### src/rtl/uart_pkg.sv
// Shared types and constants for the UART transmit stream buffer.
// Optional line-buffered draining is selected with UART_TX_STREAM_LINE_FLUSH_EN.
package uart_pkg;

  localparam int          BYTE_W      = 8;
  localparam logic [7:0]  ASCII_LF    = 8'h0A;
  localparam int          MIN_HOLDOFF = 2;

  typedef enum logic {
    S_IDLE = 1'b0,
    S_HOLD = 1'b1
  } tx_state_e;

endpackage

### src/rtl/uart_fifo_mem.sv
// Byte storage for the stream buffer: synchronous write, asynchronous read.
// Addressing and occupancy are owned by the instantiating block.
module uart_fifo_mem
  import uart_pkg::*;
#(
  parameter int DEPTH_LOG2 = 4
) (
  input  logic                  i_Clk,
  input  logic                  i_Wr_En,
  input  logic [DEPTH_LOG2-1:0] i_Wr_Addr,
  input  logic [BYTE_W-1:0]     i_Wr_Data,
  input  logic [DEPTH_LOG2-1:0] i_Rd_Addr,
  output logic [BYTE_W-1:0]     o_Rd_Data
);

  logic [BYTE_W-1:0] mem_q [2**DEPTH_LOG2];

  // NOTE: storage is deliberately not reset; the pointers decide which entries are valid.
  always_ff @(posedge i_Clk) begin
    if (i_Wr_En) mem_q[i_Wr_Addr] <= i_Wr_Data;
  end

  assign o_Rd_Data = mem_q[i_Rd_Addr];

endmodule

### src/rtl/uart_tx_stream_buffer.sv
// Byte FIFO feeding a UART encoder with an issue-then-holdoff drain handshake.
// Define UART_TX_STREAM_LINE_FLUSH_EN to drain only once a full line (LF) is stored.
module uart_tx_stream_buffer
  import uart_pkg::*;
#(
  parameter int DEPTH_LOG2 = 4,
  parameter int PERIOD_W   = 20
) (
  input  logic                i_Clk,
  input  logic                i_Rst_n,
  input  logic [PERIOD_W-1:0] i_Period,
  input  logic                i_Wr_DV,
  input  logic [7:0]          i_Wr_Byte,
  output logic                o_Full,
  output logic                o_Empty,
  output logic [DEPTH_LOG2:0] o_Count,
  output logic                o_Overflow,
  input  logic                i_Clr_Overflow,
  output logic [7:0]          o_TX_Byte,
  output logic                o_TX_Write_Now,
  input  logic                i_TX_Ready
);

  localparam int PTR_W = DEPTH_LOG2 + 1;

  logic [PTR_W-1:0]    wr_ptr_q, wr_ptr_d, rd_ptr_q, rd_ptr_d;
  logic                overflow_q, overflow_d;
  logic                full, empty, push, drop, pop, drain_ok;
  logic [7:0]          rd_data, tx_byte_q;
  logic                write_now_q;
  tx_state_e           state_q;
  logic [PERIOD_W:0]   hold_cnt_q, hold_limit;

  assign empty = (wr_ptr_q == rd_ptr_q);
  assign full  = (wr_ptr_q[PTR_W-1] != rd_ptr_q[PTR_W-1]) &&
                 (wr_ptr_q[PTR_W-2:0] == rd_ptr_q[PTR_W-2:0]);
  assign push  = i_Wr_DV && !full;
  assign drop  = i_Wr_DV && full;
  assign pop   = (state_q == S_IDLE) && drain_ok && i_TX_Ready;

  uart_fifo_mem #(.DEPTH_LOG2(DEPTH_LOG2)) u_mem (
    .i_Clk     (i_Clk),
    .i_Wr_En   (push),
    .i_Wr_Addr (wr_ptr_q[DEPTH_LOG2-1:0]),
    .i_Wr_Data (i_Wr_Byte),
    .i_Rd_Addr (rd_ptr_q[DEPTH_LOG2-1:0]),
    .o_Rd_Data (rd_data)
  );

  // NOTE: every always_comb output gets a default first so no path infers a latch.
  always_comb begin
    wr_ptr_d   = wr_ptr_q + PTR_W'(push);
    rd_ptr_d   = rd_ptr_q + PTR_W'(pop);
    overflow_d = overflow_q;
    if (drop)                overflow_d = 1'b1;
    else if (i_Clr_Overflow) overflow_d = 1'b0;
  end

  // The encoder raises ready during its own start bit; hold off at least two bit times.
  always_comb begin
    hold_limit = {i_Period, 1'b0};
    if (hold_limit < (PERIOD_W+1)'(MIN_HOLDOFF)) hold_limit = (PERIOD_W+1)'(MIN_HOLDOFF);
  end

  // NOTE: sequential state uses non-blocking assignments so all registers update together.
  always_ff @(posedge i_Clk or negedge i_Rst_n) begin
    if (!i_Rst_n) begin
      wr_ptr_q   <= '0;
      rd_ptr_q   <= '0;
      overflow_q <= 1'b0;
    end else begin
      wr_ptr_q   <= wr_ptr_d;
      rd_ptr_q   <= rd_ptr_d;
      overflow_q <= overflow_d;
    end
  end

  always_ff @(posedge i_Clk or negedge i_Rst_n) begin
    if (!i_Rst_n) begin
      state_q     <= S_IDLE;
      hold_cnt_q  <= '0;
      tx_byte_q   <= 8'h00;
      write_now_q <= 1'b0;
    end else begin
      case (state_q)
        S_IDLE: begin
          write_now_q <= 1'b0;
          if (pop) begin
            tx_byte_q   <= rd_data;
            write_now_q <= 1'b1;
            hold_cnt_q  <= '0;
            state_q     <= S_HOLD;
          end
        end
        S_HOLD: begin
          write_now_q <= 1'b0;
          if (hold_cnt_q >= hold_limit) state_q <= S_IDLE;
          else                          hold_cnt_q <= hold_cnt_q + (PERIOD_W+1)'(1);
        end
        default: state_q <= S_IDLE;
      endcase
    end
  end

`ifdef UART_TX_STREAM_LINE_FLUSH_EN
  logic [PTR_W-1:0] lf_count_q, lf_count_d;
  logic             lf_in, lf_out;

  assign lf_in  = push && (i_Wr_Byte == ASCII_LF);
  assign lf_out = pop && (rd_data == ASCII_LF);

  always_comb begin
    lf_count_d = lf_count_q;
    case ({lf_in, lf_out})
      2'b10:   lf_count_d = lf_count_q + PTR_W'(1);
      2'b01:   lf_count_d = lf_count_q - PTR_W'(1);
      default: lf_count_d = lf_count_q;
    endcase
  end

  always_ff @(posedge i_Clk or negedge i_Rst_n) begin
    if (!i_Rst_n) lf_count_q <= '0;
    else          lf_count_q <= lf_count_d;
  end

  // A full buffer must drain even without a line end, or the producer would stall forever.
  assign drain_ok = (lf_count_q != '0) || full;
`else
  assign drain_ok = !empty;
`endif

  assign o_Full         = full;
  assign o_Empty        = empty;
  assign o_Count        = wr_ptr_q - rd_ptr_q;
  assign o_Overflow     = overflow_q;
  assign o_TX_Byte      = tx_byte_q;
  assign o_TX_Write_Now = write_now_q;

endmodule
### config.mk
export PLATFORM = sky130hd
export DESIGN_NAME = uart_tx_stream_buffer
export DESIGN_NICKNAME = d
export VERILOG_FILES = /design/src/rtl/uart_pkg.sv /design/src/rtl/uart_fifo_mem.sv /design/src/rtl/uart_tx_stream_buffer.sv
export SDC_FILE = /design/constraint.sdc
export NUM_CORES = 1
export LEC_CHECK = 0
export CORE_MARGIN = 2
export CORE_UTILIZATION = 46
export CTS_BUF_LIST = sky130_fd_sc_hd__clkbuf_16
export CTS_CLUSTER_DIAMETER = 200
export DETAILED_ROUTE_END_ITERATION = 12
export PLACE_DENSITY = 0.67
export SLEW_MARGIN = 20
export SYNTH_ARGS = -nofsm -noshare
export SYNTH_HDL_FRONTEND = slang
export SYNTH_SLANG_ARGS = --single-unit
### constraint.sdc
create_clock -name i_Clk -period 2.9 [get_ports i_Clk]
set_clock_uncertainty 0.05 [all_clocks]
set_input_delay 0.435 -clock i_Clk [delete_from_list [all_inputs] [get_ports i_Clk]]
set_output_delay 0.435 -clock i_Clk [all_outputs]
set_load 0.01 [all_outputs]
; Word-level counts from Yosys, hierarchy flattened
; Memories as Yosys holds them, arrays and structs flattened. A register that Yosys moved wholly into a read port is not among the register bits.
; Index checks and enable logic that the tools add are counted.
[classes]
n_lt_le_gt_ge = 2
n_eq_ne = 5
bitwise = 1
n_addsub = 4
n_reduce_logical = 11
muxes = 12
[op_table]
columns = operator, count
row1 = $mux W21, 3
row2 = $pmux W21 S2, 1
row3 = $add A21 B1 Y21 const B, 1
row4 = $ge A21 B21 Y1, 1
row5 = $lt A21 B2 Y1 const B, 1
row6 = $add A5 B1 Y5, 2
row7 = $mux W1, 6
row8 = $eq A5 B5 Y1, 1
row9 = $logic_and A1 B1 Y1, 5
row10 = $sub A5 B5 Y5, 1
row11 = $eq A4 B4 Y1, 1
row12 = $ne A2 B2 Y1 const B, 2
row13 = $pmux W1 S2, 2
row14 = $reduce_and A2 Y1, 2
row15 = $logic_not A1 Y1, 3
row16 = $reduce_bool A2 Y1, 1
row17 = $ne A1 B1 Y1, 1
row18 = $not A1 Y1, 1
[totals]
memories = 1
inputBits = 33
mem_bits_rw = 128
register_bits = 34
wordCells = 42
[memory_table]
columns = name, depth, width, read_ports, rd_ports_with_merged_regs, write_ports, line
row1 = u_mem.mem_q, 16, 8, 1, 1, 1, uart_fifo_mem.sv:16  ; logic [BYTE_W-1:0] mem_q [2**DEPTH_LOG2];

; Longest topological paths before layout
[depth]
ltp_word = 6
depth_mapped = 13
mapped_depth_nobuf = 10

; Modules after synthesis
; From an unflattened synthesis, not the netlist that was laid out.
[unflattened]
cells_unflattened = 544
hier_area_um2 = 7838.8
[by_module_without_submodules]
columns = module, instances, area_per_inst_um2, cells_per_inst
row1 = uart_fifo_mem, 1, 4987.3, 221
row2 = uart_tx_stream_buffer, 1, 2851.5, 323

; Least setup slack after synthesis
; Ideal clock, no wire load.
[synth_timing]
path_kind = reg-to-reg
from = register rd_ptr_q[1]
to = memory u_mem.mem_q[2][0] (enable)
path_slack_ps = -118
t_arrival_ps = 2584
synth_period_minus_slack_ps = 3018
n_path_buf = 2
stages_incl_launch_ff = 11
setup_time_ps = 383
path_cell_list = dfrtp_1 -> clkbuf_1 -> buf_1 -> inv_1 -> ha_1 -> nand4_1 -> nor2b_1 -> nor2b_1 -> and2_1 -> nand2_1 -> nor3_1
[synth_between]
elab_chain_cells = 6
[synth_rtl]
columns = item, line
row1 = "start, declared", uart_tx_stream_buffer.sv:26  ; logic [PTR_W-1:0] wr_ptr_q, wr_ptr_d, rd_ptr_q, rd_ptr_d;
row2 = "start signal, assigned", uart_tx_stream_buffer.sv:73  ; rd_ptr_q <= rd_ptr_d;
row3 = $eq A4 B4 Y1, uart_tx_stream_buffer.sv:36  ; (wr_ptr_q[PTR_W-2:0] == rd_ptr_q[PTR_W-2:0]);
row4 = $logic_and A1 B1 Y1, uart_tx_stream_buffer.sv:35  ; assign full = (wr_ptr_q[PTR_W-1] != rd_ptr_q[PTR_W-1]) &&
row5 = via o_Full, uart_tx_stream_buffer.sv:14  ; output logic o_Full,
row6 = $logic_not A1 Y1, uart_tx_stream_buffer.sv:37  ; assign push = i_Wr_DV && !full;
row7 = $logic_and A1 B1 Y1, uart_tx_stream_buffer.sv:37
row8 = $mux W1, uart_fifo_mem.sv:20  ; if (i_Wr_En) mem_q[i_Wr_Addr] <= i_Wr_Data;
row9 = $mux W1 (implied by the code), uart_fifo_mem.sv:20
row10 = "end, declared", uart_fifo_mem.sv:16
; The timed path passes the listed nets, and every way through them passes these cells.

; Worst setup path after layout
[layout_timing]
from = input port i_Period[4]
to = register hold_cnt_q[18]
[layout_between]
elab_chain_cells = 5
[layout_rtl]
columns = item, line
row1 = "start, declared", uart_tx_stream_buffer.sv:11  ; input logic [PERIOD_W-1:0] i_Period,
row2 = $lt A21 B2 Y1, uart_tx_stream_buffer.sv:62  ; if (hold_limit < (PERIOD_W+1)'(MIN_HOLDOFF)) hold_limit = (PERIOD_W+1)'(MIN_HOLDOFF);
row3 = $mux W21 *, uart_tx_stream_buffer.sv:62
row4 = $ge A21 B21 Y1 *, uart_tx_stream_buffer.sv:97  ; if (hold_cnt_q >= hold_limit) state_q <= S_IDLE;
row5 = $ne A2 B2 Y1 (no source line) *, --
row6 = $reduce_and A2 Y1 (no source line) *, --
row7 = "end signal, assigned", uart_tx_stream_buffer.sv:98  ; else hold_cnt_q <= hold_cnt_q + (PERIOD_W+1)'(1);
row8 = "end, declared", uart_tx_stream_buffer.sv:32  ; logic [PERIOD_W:0] hold_cnt_q, hold_limit;
; Every way passes the cells marked *; elsewhere a longest branch is shown, timed or not.
; A chain may end at the register's enable or synchronous reset.

==> run metrics <==
Seq cells post-synth=170; number of global-route vias before repair=approximately 4700; crit-path leading delay family=simple AND/OR/NAND/NOR gates; total vias in the final route=between 4000 and 5000; Final Max Slew Viols=0; reg-to-reg endpoint=rd_ptr_q[4]$_DFF_PN0_; most used cells in the layout excluding fill and tap cells=sky130_fd_sc_hd__edfxtp_1 (128), sky130_fd_sc_hd__nand2_1 (54), sky130_fd_sc_hd__clkdlybuf4s50_1 (44); number of nets in the layout=approximately 660; number of core rows=46; Slew Limit Headroom=between 50% and 60%; Post-Syn Nets=564; post-route clock period utilization=97.95%; clock period minus final worst setup slack=2.840 ns; type of the worst setup path=input pin to flip-flop; leading cell type in the layout, fill and taps excluded=sky130_fd_sc_hd__edfxtp_1; antenna violations before repair=0; Netlist cell types=44; fmax=352.1 MHz; TritonCTS clock tree=done; Final Power=8.468 mW; share of synthesized area occupied by flip-flops and latches=between 60% and 70%; critical path endpoint category=flip-flop; Clk pin slew, worst setup/hold paths=approximately 0.06 ns; Final Hold Fails=0; Die Span X=approximately 130 um; leakage power=between 3 and 4 nW; Yosys warnings=0; Endpoint, Worst Hold=o_TX_Byte[7]$_DFFE_PN0P_; Layout Cell Area excl Fill=just over 0.009 mm^2; cell with the largest stage delay on the worst path=sky130_fd_sc_hd__clkdlybuf4s50_1; cell taking the most area after synthesis=sky130_fd_sc_hd__edfxtp_1; level count of the clock H-tree=4; WP data required=3.18 ns; area fraction of the dominant cell type after synthesis=between 50% and 60%; core area=between 0.015 and 0.02 mm^2; Hold Startpoint=o_TX_Byte[7]$_DFFE_PN0P_; number of buffers created by CTS=17; result of the run=complete, no violations; layout cell share with drive strength beyond 1=between 20% and 30%; area overhead of the layout relative to synthesis=22.70%; Top Ports=50; Syn Std Cell Area=between 0.007 and 0.008 mm^2; total placed instance area=approximately 0.0085 mm^2; number of nets with antenna violations after routing=0; cell chain of the critical path=clkdlybuf4s50_1 > nor4_2 > and3_1 > a31o_2 > ha_1 > and3b_1 > o311a_1 > o2111ai_2 > and4_4 > clkbuf_16 > a21oi_1 > a31oi_1; Post-Synthesis Cells=around 500; average routed wire per standard cell=19.03 um; overall die area=around 0.017 mm^2; classification of the worst-slack hold path=flip-flop to flip-flop; P per Cell Area=917.4 mW/mm^2; Max rail drop VDD=about 0.52 mV; R2R Setup Slk=about 0.35 ns; GPL Wtd Cong=0.7850; number of buffers and inverters on the critical path=2; Avg Vias per Cell=roughly 5.5; TNS Setup=0 ns; total gr overflow=0; drt first-iter violations=between 400 and 500; leading post-synthesis cells by cell area=sky130_fd_sc_hd__edfxtp_1 (51%), sky130_fd_sc_hd__dfrtp_1 (14%), sky130_fd_sc_hd__mux4_2 (12%); depth of the worst register-to-register path=10; Hold Path Cell Cnt=2; DRC violations left=0; commonest register cell after synthesis=sky130_fd_sc_hd__edfxtp_1; data arrival time of the critical path=roughly 3.1 ns; number of port buffers=49; overall global routing resource usage=roughly a fifth; antenna cells=0; count of max-cap constraint violations=0; starting density of the core=47.18%; maximum number of pins on one net before global-route repair=35; setup violators final=0; Pre-antenna DRT Iters=5; number of enable-type register cells in the synthesized netlist=128; number of fill cells=1235; buffer cell driving the clock tree root=sky130_fd_sc_hd__clkbuf_16; Final Util=between 50% and 60%; first-pass GRT wire length=25.17 mm; Die Y=between 100 and 150 um; ys async rst share=between 20% and 30%; placed wire-length estimate after detailed placement=10.59 mm; mean area per synthesized cell=~15 um^2; actual transition at the worst max-transition pin=approximately 0.73 ns; startpoint types=input pin; Clock Sink Count=170; clock insertion delay at the later pin of the skew report=roughly 0.42 ns; crit path max fanout=5; maximum clock insertion buffer count=2; largest incremental delay on the critical path=0.43 ns; WL final=15.66 mm; worst reg2reg startpoint=rd_ptr_q[3]$_DFF_PN0_
per-stage QoR:
| step | instances | hold WS (ns) | setup slack (ns) |
|---|---|---|---|
| 2_1_floorplan | 501 | 0.08941 | 0.04475 |
| 3_3_place_gp | 786 | 0.3978 | -0.3538 |
| 3_5_place_dp | 786 | 0.3935 | -0.4720 |
| 4_1_cts | 819 | 0.4465 | 0.02280 |
| 5_1_grt | 823 | 0.4783 | -0.02321 |
| 6_report | 823 | 0.4398 | 0.05955 |
worst min-delay path, cell delays in order (launching register included):
cell	delay (ns)
sky130_fd_sc_hd__dfrtp_1	0.34
sky130_fd_sc_hd__nand2_1	0.06
sky130_fd_sc_hd__nand2_1	0.06
registers in the layout, indices dropped and copies added (netlist names):
register / count
state_q: 1
hold_cnt_q: 21
o_Overflow: 1
u_mem.mem_q: 128
o_TX_Byte: 8
rd_ptr_q: 5
o_TX_Write_Now: 1
wr_ptr_q: 5
Yosys cell counts, types with 6 or more instances:
master,instances
sky130_fd_sc_hd__nand2_1,54
sky130_fd_sc_hd__mux4_2,40
sky130_fd_sc_hd__ha_1,29
sky130_fd_sc_hd__nand3_1,19
sky130_fd_sc_hd__clkbuf_1,10
sky130_fd_sc_hd__xnor2_1,6
sky130_fd_sc_hd__nor4_1,8
sky130_fd_sc_hd__a21oi_1,18
sky130_fd_sc_hd__dfrtp_1,42
sky130_fd_sc_hd__edfxtp_1,128
sky130_fd_sc_hd__nor2_1,23
sky130_fd_sc_hd__o21ai_0,7
sky130_fd_sc_hd__a31oi_1,20
sky130_fd_sc_hd__inv_1,32
sky130_fd_sc_hd__nand2b_1,6
sky130_fd_sc_hd__nand4_1,6
kinds of logic after synthesis:
| group | count (synthesis) | share of synthesized area (%) |
|---|---|---|
| muxes | 40 | 11.98 |
| xor gates and xnor gates | 10 | 1.164 |
| buffers and inverters | 52 | 2.795 |
| DFF | 170 | 65.07 |
| and+or+nand+nor | 137 | 8.749 |
| AOI/OAI and AO/OA | 62 | 5.157 |
| adders and majority gates | 30 | 5.090 |
metal layers:
layer,global-route usage (%),vias up,wire (um)
li1,-,2110,-
met1,24.93,2299,6754
met2,31.13,107,7984
met3,4.767,17,735
met4,5.616,0,187
met5,0,-,0
worst max-delay path by stage:
stage,endpoint,slack (ns),cells past startpoint,startpoint
global route,hold_cnt_q[18]$_DFFE_PN0P_,-0.02,12,i_Period[4]
CTS,hold_cnt_q[4]$_DFFE_PN0P_,0.02,12,i_Period[8]
detailed placement,hold_cnt_q[16]$_DFFE_PN0P_,-0.47,12,i_Period[8]
finish,hold_cnt_q[18]$_DFFE_PN0P_,0.06,12,i_Period[4]
global placement,hold_cnt_q[15]$_DFFE_PN0P_,-0.35,11,i_Period[17]
floorplan,rd_ptr_q[4]$_DFF_PN0_,0.04,13,rd_ptr_q[1]$_DFF_PN0_
cell type report:
| type | instances | area (um^2) | area share, % |
|---|---|---|---|
| clock buffers | 17 | 425.4 | 4.609 |
| inverters | 34 | 127.6 | 1.383 |
| well taps | 216 | 270.3 | 2.928 |
| multi-input cells | 279 | 2469 | 26.75 |
| repair buffers | 92 | 877.1 | 9.503 |
| clock inverters | 15 | 165.2 | 1.789 |
| flip-flops and latches | 170 | 4896 | 53.04 |
repair_timing:
item,in CTS,in global routing
pin swaps,1,7
resized for setup,2,10
setup buffers,0,2
endpoints found under the setup margin,6,20
hold endpoints to repair,21,0
hold buffers,1,0
cloned,0,2
power by group:
| part | total (mW) | internal (mW) | leakage (nW) | switching, mW |
|---|---|---|---|---|
| sequential | 3.19 | 2.99 | 1.70 | 0.206 |
| clock | 2.22 | 1.22 | 0.286 | 1.00 |
| combinational | 3.05 | 1.55 | 1.63 | 1.51 |
| total | 8.47 | 5.75 | 3.61 | 2.72 |
Power figures use the tool's default switching activity.
==> edit, RTL diff (config.mk and constraints unchanged) <==
`DEPTH_LOG2` is set to 4 in 2 places; all go to 6.
--- a/src/rtl/uart_fifo_mem.sv
+++ b/src/rtl/uart_fifo_mem.sv
@@ -4,5 +4,5 @@
   import uart_pkg::*;
 #(
-  parameter int DEPTH_LOG2 = 4
+  parameter int DEPTH_LOG2 = 6
 ) (
   input  logic                  i_Clk,
--- a/src/rtl/uart_tx_stream_buffer.sv
+++ b/src/rtl/uart_tx_stream_buffer.sv
@@ -4,5 +4,5 @@
   import uart_pkg::*;
 #(
-  parameter int DEPTH_LOG2 = 4,
+  parameter int DEPTH_LOG2 = 6,
   parameter int PERIOD_W   = 20
 ) (
Ports: changed (resized o_Count); port bits go from 50 to 52. The function was not compared with the original's and may differ.
==> edit against the unedited design <==
  * The run now ends with setup timing left
  * Final area increased to 2.9 times the old value
  * Largest power group unchanged
  * Setup slack worse by 160 ps
  * Non-clock buffer count increased by 132
  * Sequential cell count grew 388
  * Highest routed layer unchanged
  * Largest cell class unchanged
  * Synthesized area rose to 3.0 times the old value
  * Worst hold slack worse by 280 ps
  * Global-route usage rose by 1.9 points
  * Critical endpoint is now o_Count[6]
  * Total power rose to 2.9 times the old value
  * Wire length rose to 3.3 times the old value
==> edit: results <==
status:
  outcome: "finished with violations"
  violations: "setup timing"
logic_synthesis:
  synth-compound-area-share: 0.0436
  synthesis.nets: 1300
  synth-async-reset-ratio: 0.0824
  synth_fa_ha_area_frac: 0.0180
  synth.yosys.seq_area_share: 0.729
  synth.top_cells.by_count: "edfxtp_1 (512), mux4_2 (113), nor2_1 (93)"
  synth_mux_area_frac: 0.135
place:
  preCtsSetupSlack_ps: -912
critical_path:
  rr_worst_depth: 7
  crit_fanout: 2
  r2r-end: "o_TX_Byte[4]"
  critical_path.top_delay_family: "adder cells"
sta:
  setup_viol: 2
  tns_ps: -137
  fin_hold_ws_ps: 162
  finalWorstSetupSlack_ps: -101
  tightest_slew_ps: 702
grt:
  gr-usage-met3: 0.0376
  grt_use_met1: 0.307
  grtUsageTotal: 0.208
  use_met2: 0.317
power_and_ir_drop:
  p_leak_nw: 9.54
  pwr-share-seq: 0.384
final_layout:
  sh_seq_area: 0.608
  final.fill_count: 3740
  largest_reg_flops: 512
  buffers_excl_clock: 224
route:
  via_per_inst: 5.73
  met1_length_mm: 22.8
edit: changes by cell type in the layout (fill, tap and decap cells not counted), moves of 14 or more:
cell / change
mux2_2: +14
a31oi_1: -20
a22oi_1: +24
mux2i_1: +36
o22ai_1: +23
clkbuf_16: +37
buf_4: +123
inv_1: +16
clkdlybuf4s50_1: -26
nor2_1: +62
mux4_2: +73
edfxtp_1: +384
edit: worst max path at each step:
| stage | start | endpoint | slack (ps) | cells past startpoint |
|---|---|---|---|---|
| 6_report | rd_ptr_q[0] | o_Count[6] | -100 | 9 |
| 5_1_grt | rd_ptr_q[0] | o_Count[6] | -200 | 9 |
| 4_1_cts | rd_ptr_q[0] | o_Count[6] | -190 | 9 |
| 3_5_place_dp | i_Period[19] | hold_cnt_q[18] | -910 | 13 |
| 3_3_place_gp | i_Period[19] | hold_cnt_q[18] | -760 | 13 |
| 2_1_floorplan | rd_ptr_q[2] | u_mem.mem_q[54][0] | -100 | 12 |
